## src/rtl/subseq_frame_feeder.sv

```systemverilog
`timescale 1ns/1ps
// Frame feeder for the maximum-subsequence-sum block.
// Buffers 8 signed samples from a stalling source. It then replays them as one
// gap-free 8-cycle burst on valid_in/data_in. It then waits for the sum block's
// valid_out (sum_valid) before it accepts the next frame. A WAIT that runs for
// TIMEOUT cycles gives up on the frame and raises a sticky timeout_err.
module subseq_frame_feeder #(
  parameter int TIMEOUT = 255
) (
  input  logic       clk,
  input  logic       rst,
  input  logic       s_valid,
  input  logic [7:0] s_data,
  output logic       s_ready,
  output logic       valid_in,
  output logic [7:0] data_in,
  input  logic       sum_valid,
  output logic [7:0] frame_cnt,
  output logic       timeout_err
);

  localparam int WW = (TIMEOUT < 2) ? 1 : $clog2(TIMEOUT + 1);
  localparam logic [WW-1:0] WAIT_LAST = WW'(TIMEOUT - 1);

  typedef enum logic [1:0] {
    S_FILL  = 2'd0,
    S_BURST = 2'd1,
    S_WAIT  = 2'd2
  } state_t;

  state_t        state, state_next;
  logic [2:0]    wr_idx;
  logic [3:0]    rd_idx;      // 0..7 replay samples, 8 closes the burst
  logic [WW-1:0] wait_cnt;
  logic [7:0]    mem [8];
  logic          handshake;
  logic          burst_done;
  logic          wait_expired;

  assign s_ready      = (state == S_FILL);
  assign handshake    = s_valid & s_ready;
  assign burst_done   = rd_idx[3];
  assign wait_expired = (wait_cnt == WAIT_LAST);

  // State register.
  // NOTE: every clocked block uses non-blocking assignments so all flops update
  // together from pre-edge values; blocking here would create ordering races.
  always_ff @(posedge clk or negedge rst) begin
    if (!rst) state <= S_FILL;
    else      state <= state_next;
  end

  // Next-state decode; sum_valid has priority over the wait timeout.
  // NOTE: state_next gets a default before the case, so no path can leave it
  // unassigned and infer a latch.
  always_comb begin
    state_next = state;
    unique case (state)
      S_FILL:  if (handshake && wr_idx == 3'd7) state_next = S_BURST;
      S_BURST: if (burst_done)                  state_next = S_WAIT;
      S_WAIT:  if (sum_valid || wait_expired)   state_next = S_FILL;
      default:                                  state_next = S_FILL;
    endcase
  end

  // Sample storage, written in arrival order and passed through untouched.
  // NOTE: the buffer has no reset. A new frame overwrites it completely before
  // any of it is read, so clearing it would only add reset fan-out.
  always_ff @(posedge clk) begin
    if (handshake) mem[wr_idx] <= s_data;
  end

  // Write pointer: advances on each accepted sample and wraps to 0 after the 8th.
  always_ff @(posedge clk or negedge rst) begin
    if (!rst)           wr_idx <= '0;
    else if (handshake) wr_idx <= wr_idx + 3'd1;
  end

  // Burst replay: eight registered beats, then one closing edge that drops valid.
  always_ff @(posedge clk or negedge rst) begin
    if (!rst) begin
      rd_idx   <= '0;
      valid_in <= 1'b0;
      data_in  <= '0;
    end else if (state == S_BURST && !burst_done) begin
      rd_idx   <= rd_idx + 4'd1;
      valid_in <= 1'b1;
      data_in  <= mem[rd_idx[2:0]];
    end else begin
      rd_idx   <= '0;
      valid_in <= 1'b0;
      data_in  <= '0;
    end
  end

  // Frame counter: counts each completed burst and wraps modulo 256.
  always_ff @(posedge clk or negedge rst) begin
    if (!rst)                                 frame_cnt <= '0;
    else if (state == S_BURST && burst_done) frame_cnt <= frame_cnt + 8'd1;
  end

  // Wait counter: cleared while not waiting, counts each edge spent in WAIT.
  always_ff @(posedge clk or negedge rst) begin
    if (!rst)                  wait_cnt <= '0;
    else if (state == S_WAIT) wait_cnt <= wait_cnt + WW'(1);
    else                       wait_cnt <= '0;
  end

  // Sticky timeout flag. Only reset clears it, and a coincident sum_valid suppresses it.
  always_ff @(posedge clk or negedge rst) begin
    if (!rst)
      timeout_err <= 1'b0;
    else if (state == S_WAIT && wait_expired && !sum_valid)
      timeout_err <= 1'b1;
  end

endmodule

```

## config.mk

```make
export PLATFORM = sky130hd
export DESIGN_NAME = subseq_frame_feeder
export DESIGN_NICKNAME = d
export VERILOG_FILES = /design/src/rtl/subseq_frame_feeder.sv
export SDC_FILE = /design/constraint.sdc
export NUM_CORES = 1
export LEC_CHECK = 0
export ABC_AREA = 1
export ABC_CLOCK_PERIOD_IN_PS = 1500
export BUFFER_PORTS_ARGS = -buffer_cell sky130_fd_sc_hd__buf_2
export CAP_MARGIN = 10
export CORE_AREA = 2 2 91 93
export CTS_BUF_LIST = sky130_fd_sc_hd__clkbuf_4 sky130_fd_sc_hd__clkbuf_8
export DETAILED_ROUTE_END_ITERATION = 12
export DIE_AREA = 0 0 93 95
export GPL_TIMING_DRIVEN = 0
export PLACE_DENSITY = 0.74
export SLEW_MARGIN = 20
export SYNTH_ARGS = -nofsm -noshare
export SYNTH_HDL_FRONTEND = slang
export SYNTH_SLANG_ARGS = --single-unit
```

## constraint.sdc

```tcl
create_clock -name clk -period 1.5 [get_ports clk]
set_input_delay 0.3 -clock clk [delete_from_list [all_inputs] [get_ports clk]]
set_output_delay 0.3 -clock clk [all_outputs]
set_load 0.01 [all_outputs]
```

==> parameters.txt, run 1 <==
Parameter                              Value

Detailed routing
  WL met1    3290 µm
  Starting DRC count in detailed routing    224
  Via count of the routed design    2,927
  Met3 wirelength from detailed routing    591 µm
  Detailed Route WL    8370 µm
  Post-route ant nets    0
  Number of design rule violations left after detail routing    0
  Detailed route wirelength on metal2    4300 µm
  Router iterations before antenna repair    6
  DR top layer    met4
  Wire length per cell after detailed routing    14.2 µm
  Via density    4.96

Clock tree
  Clock tree from TritonCTS    done
  Count of hold-fix buffers inserted at cts    0
  Htree depth    3
  Root Buffer Master    clkbuf_8
  TritonCTS sink count    99
  Buffers from clock root to sink, at most    2
  Clock transition at the registers of the reported paths    90 ps
  Clock insertion delay at the later pin of the skew report    370 ps
  Number of buffers inserted during clock tree synthesis    9

Synth
  Sequential element share of the synthesized area    66.0%
  Number of warnings printed during yosys synthesis    0
  Post-Syn Area    4240 µm²
  Number of standard cells after synthesis    423
  Count of different cell masters after synthesis    23
  Net count after synthesis    441
  Mean Syn Cell Area    10.0 µm²
  Seq cells post-synth    99

Global routing
  Aggregate global routing overflow    0
  Antenna violations before repair    0
  Maximum number of pins on one net before global-route repair    36
  Wire length of the first global-routing pass    13,400 µm
  Vias in the first global route    2,846
  Overall routing resource usage    20.5%

Final layout
  Fill cell total of the finished layout    629
  Number of antenna diodes    0
  Area growth syn-to-layout    17.7%
  Fraction of final layout cells with drive strength greater than 1    18.6%
  Total number of nets in the final design    498
  Most common library cell in the layout ignoring fill and taps    nand2_1
  Finished layout cell area    4990 µm²
  Commonest cells after routing, fill and taps aside    nand2_1, inv_1, edfxtp_1, nand3_1

STA
  RSZ-0062 raised after global routing    yes
  Final hold slack    8.19 ps
  Max-Slew Margin vs Limit    47.8%
  Slew at the pin with the worst max-slew slack    784 ps
  Total count of hold-check failures in the final report    0
  Final Skew    10.1 ps
  Final cycle utilization of the critical path    101%
  Post-layout min period    1510 ps
  Number of setup violations in the final report    18
  Max-slew violation count    0
  Slack of the critical path    -11.3 ps
  Achievable frequency    662 MHz

Placed design
  Gpl congestion    0.812
  Placement-stage cell area    4590 µm²
  Port Buffer Count    30
  Final HPWL from detailed placement    5410 µm

Critical path
  Category of cells accounting for the largest share of critical-path delay    simple AND/OR/NAND/NOR gates
  Peak per-stage delay on the critical path    410 ps
  CP Capture Type    register
  Crit Path Class    register to register
  Crit path DAT    1600 ps
  Worst setup SP type    register
  Critical path fanouts, max    7
  Cell type of the slowest stage on the worst timing path    dfrtp_1
  Crit path buf inv count    1
  Worst-path cell chain    nor2_2, nand2_2, or2_4, nor2_4, buf_12
  Slack of the worst reg-to-reg path    -10 ps
  Req. time, crit path    1590 ps

Power
  Switching share of power    35.1%
  IR drop worst, VDD    0.818 mV
  Power per cell area    1540 nW/µm²
  Final total power    7690 µW
  Switching pwr    2700 µW
  Total internal power    4990 µW
  Relative contribution of the clock network to total power    23.0%
  Standby leakage power    0.00232 µW
  Sequential cell fraction of total power    44.8%
  Portion of total power attributed to combinational logic    32.1%

Floorplanning
  Number of I/O pins    31
  Overall die area    8840 µm²
  Chip width    93 µm
  Die Height    95 µm
  Site row count    33
  Placeable core region    7930 µm²
  Initial core utilization    53.5%

Run status
  Violated checks    negative setup slack
  Status    complete, but fails checks

Worst hold path
  Class of the most critical hold timing path    input port to async pin

Job
  Max-cap violations    0
synthesized netlist by cell type, drive strengths merged:
library cell	count	area share [%]
edfxtp	64	45
a21oi	4	0.47
xor2	1	0.21
clkbuf	1	0.12
o21ai	5	0.59
ha	6	1.8
nor2	43	3.8
buf	12	2.0
dfrtp	35	21
nand2	115	10
nand4	5	0.74
nand3	48	6.0
nor3	1	0.12
xnor2	4	0.83
inv	76	6.7
o21bai	1	0.18
or2	1	0.21
nor4	1	0.15
layer usage:
layer | track usage [%] | vias up
met5 | 0 | -
met3 | 4.47 | 20
met4 | 9.31 | 0
li1 | - | 1453
met1 | 24.4 | 1358
met2 | 35.7 | 96
final timing paths:
| path | startpoint | depth (start not counted) | endpoint |
|---|---|---|---|
| max | state[1] | 5 | mem[4][4] |
| min | rst | 1 | wait_cnt[5] |
| max reg2reg | state[1] | 5 | mem[4][4] |
| min reg2reg | timeout_err | 1 | timeout_err |
| max in group asynchronous | rst | 1 | timeout_err |
| min in group clk | sum_valid | 4 | state[1] |
repair_timing:
action                                  CTS  global route
setup buffers                            16             0
gates cloned                              0             0
pin swaps                                10             6
resized for setup                         4             1
endpoints found under the setup margin   64            64
layout make-up:
class,count,area (µm²),area share [%]
inverter,76,285,5.71
timing repair buffer,46,340,6.82
multi-input combinational,235,1140,22.9
clock buffer,9,124,2.48
tap,105,131,2.63
sequential,99,2800,56.0
clock inverter,7,83.8,1.68
buffer,13,90.1,1.80
sequential cells by signal (all words and copies together) (netlist names):
signal,count
mem,64
data_in,8
frame_cnt,8
wait_cnt,8
rd_idx,4
wr_idx,3
state,2
timeout_err,1
valid_in,1
kinds of logic (layout without fill, tap and decap cells):
group | count (synthesis) | after routing | share of synthesized area, %
AO/OA/AOI/OAI | 10 | 10 | 1.24
XOR/XNOR | 5 | 5 | 1.03
adder cells (fa/ha/maj) | 6 | 6 | 1.77
buffers and inverters | 89 | 151 | 8.85
flip-flops | 99 | 99 | 66.0
AND/OR/NAND/NOR | 214 | 214 | 21.2
per-stage QoR:
stage                     TNS [ps]  utilization, %  setup slack, ps  cells
after floorplan                  0               -             8.09    423
after global placement       -7070            57.9             -154    558
after detailed placement     -8500            57.9             -184    558
after CTS                     -800            63.0            -30.8    590
after global routing         -3030            63.0            -83.3    590
final                         -143            63.0            -11.3    590
power groups by stage:
stage	Combinational (µW)	Clock (µW)	Sequential [µW]
after global routing	2730	1910	3480
after global placement	2170	0	3500
after CTS	2470	1790	3450
after detailed placement	2260	0	3510
final	2470	1770	3450
after floorplan	1530	0	3540
Power figures use the tool's default switching activity.
==> run 2: changes to the inputs <==
- ABC_AREA: 1 -> default
- CORE_AREA: 2 2 91 93 -> 2 2 88 90
- DIE_AREA: 0 0 93 95 -> 0 0 90 92
- PLACE_DENSITY: 0.74 -> 0.73
- SKIP_CTS_REPAIR_TIMING: default -> 1
==> run 2 against run 1 <==
The flow still finishes with violations (negative setup slack); critical endpoint is now wr_idx[2]; via count is 25% lower; routed wire length decreased by 13%; first-iteration DRC count shrank 28%; combinational power is 20% lower; worst setup slack worse by 33 ps; critical path depth up 1; clock power grew 2%; clock skew fell by 1.1 ps; flip-flop and latch count unchanged; largest cell class unchanged; critical path type unchanged; global-route usage decreased by 2.7 points.
==> parameters.txt, run 2 <==
Parameter                              Value

Final layout
  Number of antenna diodes    0
  Area growth syn-to-layout    20.5%
  Flip-flop and latch area    2800 µm²
  Fill cell total of the finished layout    578
  Filler-free cell count of the finished design    411
  Commonest cells after routing, fill and taps aside    edfxtp_1, dfrtp_1, mux2i_1, buf_2, a22oi_1
  Total number of nets in the final design    322
  Most common library cell in the layout ignoring fill and taps    edfxtp_1
  Fraction of final layout cells with drive strength greater than 1    27.2%
  Largest register by flop count    mem
  Area occupied by multi-input gates    1130 µm²
  Number of flip-flops under the largest register name    64

Floorplanning
  Die Height    92 µm
  Site row count    32
  Initial core utilization    52.3%
  Chip width    90 µm
  Placeable core region    7450 µm²
  Overall die area    8280 µm²
  Number of I/O pins    31

Clock tree
  Clock transition at the registers of the reported paths    100 ps
  Root Buffer Master    clkbuf_8
  TritonCTS sink count    99
  Clock insertion delay at the later pin of the skew report    370 ps
  Number of buffers inserted during clock tree synthesis    9
  Clock tree from TritonCTS    done
  Htree depth    3
  Buffers from clock root to sink, at most    2

Synth
  Post-Syn Area    3890 µm²
  Number of warnings printed during yosys synthesis    0
  Net count after synthesis    269
  Synth Area in Simple Gates    8.55%
  Post-synthesis cell type with the largest combined area    edfxtp_1
  Combinational family with the most area after synthesis    multiplexers
  Most frequent cells after synthesis    edfxtp_1, dfrtp_1, mux2i_1
  Synthesized-area fraction occupied by adder cells    1.93%
  Fraction of synthesized cell area in xor and xnor cells    2.70%
  Number of enable flip-flop cells after synthesis    64
  Portion of synthesized cell area occupied by the leading cell type    49.4%
  Dominant register cell in the synthesized netlist    edfxtp_1
  Sequential element share of the synthesized area    71.9%
  Proportion of register bits with asynchronous set or reset after synthesis    35.4%
  Share of synthesized area spent on multiplexers    9.10%
  Synth top area cells    edfxtp_1, dfrtp_1, mux2i_1
  Seq cells post-synth    99
  Mean Syn Cell Area    15.5 µm²
  Post-synthesis compound-gate area fraction    4.24%
  Count of different cell masters after synthesis    32
  Most common cell in the synthesized netlist    edfxtp_1
  Number of standard cells after synthesis    251

Power
  Power per cell area    1550 nW/µm²
  Sequential cell fraction of total power    48.0%
  Relative contribution of the clock network to total power    24.8%
  IR drop worst, VDD    0.949 mV
  Portion of total power attributed to combinational logic    27.1%
  Total internal power    4990 µW
  Standby leakage power    0.00183 µW
  Switching pwr    2280 µW
  Switching share of power    31.4%

Critical path
  Reg2Reg Depth    6
  Worst setup SP type    register
  CP Capture Type    register
  Crit path DAT    1800 ps
  Req. time, crit path    1750 ps
  Startpoint of the lowest-slack register-to-register path    state[1]
  Termination of the worst setup path    wr_idx[2]
  Critical path fanouts, max    6
  Peak per-stage delay on the critical path    460 ps
  Slack of the worst reg-to-reg path    -40 ps
  CP dominant cell by count    buf_4
  Crit Path Class    register to register
  CP startpoint    state[1]
  Cell type of the slowest stage on the worst timing path    dfrtp_2
  Worst r2r dst    wr_idx[2]
  Worst-path cell chain    nor3b_4, buf_6, buf_4, buf_4, buf_4, mux2_2

Detailed routing
  Via count of the routed design    2,196
  Via density    5.34
  Detailed Route WL    7310 µm
  Number of design rule violations left after detail routing    0
  Router iterations before antenna repair    4
  Post-route ant nets    0
  Starting DRC count in detailed routing    161
  Wire length per cell after detailed routing    17.8 µm

STA
  Slew at the pin with the worst max-slew slack    825 ps
  Achievable frequency    648 MHz
  Final total negative setup slack    -448 ps
  Total count of hold-check failures in the final report    0
  Max-slew violation count    0
  Slack of the critical path    -44.3 ps
  Final cycle utilization of the critical path    103%
  Number of setup violations in the final report    17
  Final Skew    9.04 ps
  RSZ-0062 raised after global routing    yes
  Post-layout min period    1540 ps
  Max-Slew Margin vs Limit    45.0%

Global routing
  Vias in the first global route    2,085
  Antenna violations before repair    0
  Aggregate global routing overflow    0
  Overall routing resource usage    17.7%
  Maximum number of pins on one net before global-route repair    36
  Wire length of the first global-routing pass    10,900 µm

Run status
  Status    complete, but fails checks
  Violated checks    negative setup slack

Placed design
  Gpl congestion    0.730
  Final HPWL from detailed placement    4250 µm
  Port Buffer Count    30
  Inst Count DP    383

Worst hold path
  Class of the most critical hold timing path    input port to async pin

Job
  Max-cap violations    0
## run 2: changes by cell type after synthesis, moves of 16 or more
cell / change
nand3_1: -39
mux2i_1: +32
inv_1: -72
nand2_1: -109
nor2_1: -25
a22oi_1: +16
## run 2: cells by family after synthesis
kind of cell             count (synthesis)
flip-flops                              99
AND/OR/NAND/NOR                         63
AO/OA/AOI/OAI                           24
multiplexers                            35
buffers and inverters                   12
adder cells (fa/ha/maj)                  6
XOR/XNOR                                12
## run 2: layout make-up
class | count | area share (%)
sequential | 99 | 59.7
multi-input combinational | 140 | 24.1
timing repair buffer | 43 | 7.23
tap | 102 | 2.72
clock buffer | 9 | 2.64
clock inverter | 7 | 2.00
buffer | 8 | 1.33
inverter | 3 | 0.240
## run 2: metrics by stage
step	power (µW)	hold slack, ps	worst slack (ps)	cell area (µm²)	util [%]
finish	7280	22.2	-44.3	4690	63.0
detailed placement	5210	441	-496	4230	56.7
floorplan	4670	4.41	-95.0	3950	-
global placement	5160	435	-476	4230	56.7
global route	7580	90.8	-80.4	4690	63.0
CTS	7010	48.8	-522	4440	59.7
## run 2: power groups by stage
stage	Clock, µW	Combinational (µW)	Sequential, µW
after global routing	1940	2100	3530
final	1810	1970	3500
after global placement	0	1640	3530
after floorplan	0	1090	3570
after detailed placement	0	1670	3540
after CTS	1850	1680	3480
## run 2: how the worst min path moves through the flow
stage	slack, ps	to	startpoint
2_1_floorplan	4	data_in[0]	rst
3_3_place_gp	430	timeout_err	timeout_err
3_5_place_dp	440	timeout_err	timeout_err
4_1_cts	50	frame_cnt[5]	rst
5_1_grt	90	frame_cnt[5]	rst
6_report	20	frame_cnt[5]	rst
## run 2: worst max-delay path: cells and delay by family, from the launching register on
kind          cells  cell delay (ps)
flops             1              460
simple gates      1              180
mux               1              310
buf+inv           4              470
## run 2: routing by layer
metal  vias to the layer above  share of wire, %  track usage [%]  wire length, µm
met2                        66                50             28.9             3630
met4                         0               1.8             8.46              129
met1                      1081                43             22.7             3160
li1                       1040                 -                -                -
met3                         9               5.3             4.03              387
met5                         -                 0                0                0
==> run 3: changes to the inputs <==
- ABC_AREA: default -> 1
- CORE_AREA: 2 2 88 90 -> 2 2 91 93
- DIE_AREA: 0 0 90 92 -> 0 0 93 95
- PLACE_DENSITY: 0.73 -> 0.74
==> run 3 against run 2 <==
The flow still finishes with violations (negative setup slack); combinational power up 24%; worst setup slack worse by 55 ps; critical path depth shrank 2; largest power group unchanged; critical endpoint is now mem[4][4]; critical path type unchanged; non-clock buffer count did not move; utilization is 0.46 points lower.
==> parameters.txt, run 3 (synthesis results as in run 1) <==
Parameter                              Value

Floorplanning
  Placeable core region    7930 µm²
  Number of I/O pins    31
  Initial core utilization    53.5%
  Chip width    93 µm
  Site row count    33
  Die Height    95 µm
  Overall die area    8840 µm²

Detailed routing
  Router iterations before antenna repair    4
  Post-route ant nets    0
  Number of design rule violations left after detail routing    0
  Via count of the routed design    2,886
  Starting DRC count in detailed routing    263
  Detailed Route WL    8310 µm
  Via density    4.96
  Wire length per cell after detailed routing    14.3 µm

STA
  Max-slew violation count    0
  Final Skew    9.73 ps
  Final cycle utilization of the critical path    107%
  Final total negative setup slack    -2210 ps
  Post-layout min period    1600 ps
  Number of setup violations in the final report    64
  Total count of hold-check failures in the final report    0
  Slew at the pin with the worst max-slew slack    797 ps
  Achievable frequency    625 MHz
  Final hold slack    15.1 ps
  Slack of the critical path    -99.1 ps
  Max-Slew Margin vs Limit    46.9%
  RSZ-0062 raised after global routing    yes

Global routing
  Overall routing resource usage    19.8%
  Antenna violations before repair    0
  Aggregate global routing overflow    0
  Maximum number of pins on one net before global-route repair    36
  Vias in the first global route    2,749
  Wire length of the first global-routing pass    12,900 µm

Placed design
  Port Buffer Count    30
  Final HPWL from detailed placement    5410 µm
  Gpl congestion    0.812

Final layout
  Commonest cells after routing, fill and taps aside    nand2_1, inv_1, edfxtp_1, nand3_1, buf_2
  Largest register by flop count    mem
  Number of antenna diodes    0
  Number of flip-flops under the largest register name    64
  Most common library cell in the layout ignoring fill and taps    nand2_1
  Total number of nets in the final design    490
  Area growth syn-to-layout    16.9%
  Fraction of final layout cells with drive strength greater than 1    17.2%

Critical path
  Req. time, crit path    1540 ps
  Crit path DAT    1640 ps
  Critical path fanouts, max    8
  Crit Path Class    register to register
  CP Capture Type    register
  Worst setup SP type    register

Clock tree
  Root Buffer Master    clkbuf_8
  Buffers from clock root to sink, at most    2
  Clock insertion delay at the later pin of the skew report    370 ps
  Number of buffers inserted during clock tree synthesis    9
  Clock tree from TritonCTS    done
  Htree depth    3
  TritonCTS sink count    99
  Clock transition at the registers of the reported paths    90 ps

Run status
  Violated checks    negative setup slack
  Status    complete, but fails checks

Power
  Power per cell area    1550 nW/µm²
  Standby leakage power    0.00228 µW
  IR drop worst, VDD    0.828 mV
  Final total power    7670 µW

Worst hold path
  Class of the most critical hold timing path    input port to async pin

Job
  Max-cap violations    0
run 3: worst paths after layout:
kind / start / to / slack, ps / cells past startpoint
max: state[0] / mem[4][4] / -100 / 4
min: rst / wait_cnt[5] / 20 / 1
max reg2reg: state[0] / mem[4][4] / -100 / 4
min reg2reg: timeout_err / timeout_err / 480 / 1
max in group asynchronous: rst / state[0] / 930 / 1
min in group clk: sum_valid / state[1] / 200 / 4
run 3: power by group:
part	internal (µW)	switching (µW)
clock	800	968
sequential	3300	162
combinational	874	1570
run 3: per-stage QoR:
step                      setup WS [ps]  cell area, µm²  util [%]  instances
after detailed placement           -184            4590      57.9        558
after global placement             -154            4590      57.9        558
after CTS                          -191            4800      60.5        574
after global routing               -145            4960      62.5        582
after floorplan                    8.09            4310         -        423
final                             -99.1            4960      62.5        582
run 3: layout make-up:
type	instances	area, µm²
fill	621	2970
sequential	99	2800
multi-input combinational	235	1150
timing repair buffer	38	298
inverter	76	285
tap	105	131
clock buffer	9	124
buffer	13	90.1
clock inverter	7	83.8
run 3: worst max-delay path, stage by stage, from the launching register on:
cell	delay (ps)
dfrtp_2	450
nor2_4	140
nand2_2	80
or2_4	320
nor2_4	300
run 3: layer usage:
layer  global-route usage [%]  vias to the layer above  share of wire, %
met1                     24.0                     1349                40
li1                         -                     1436                 -
met2                     33.9                       84                51
met4                     9.56                        0               2.5
met3                     3.99                       17               6.8
met5                        0                        -                 0
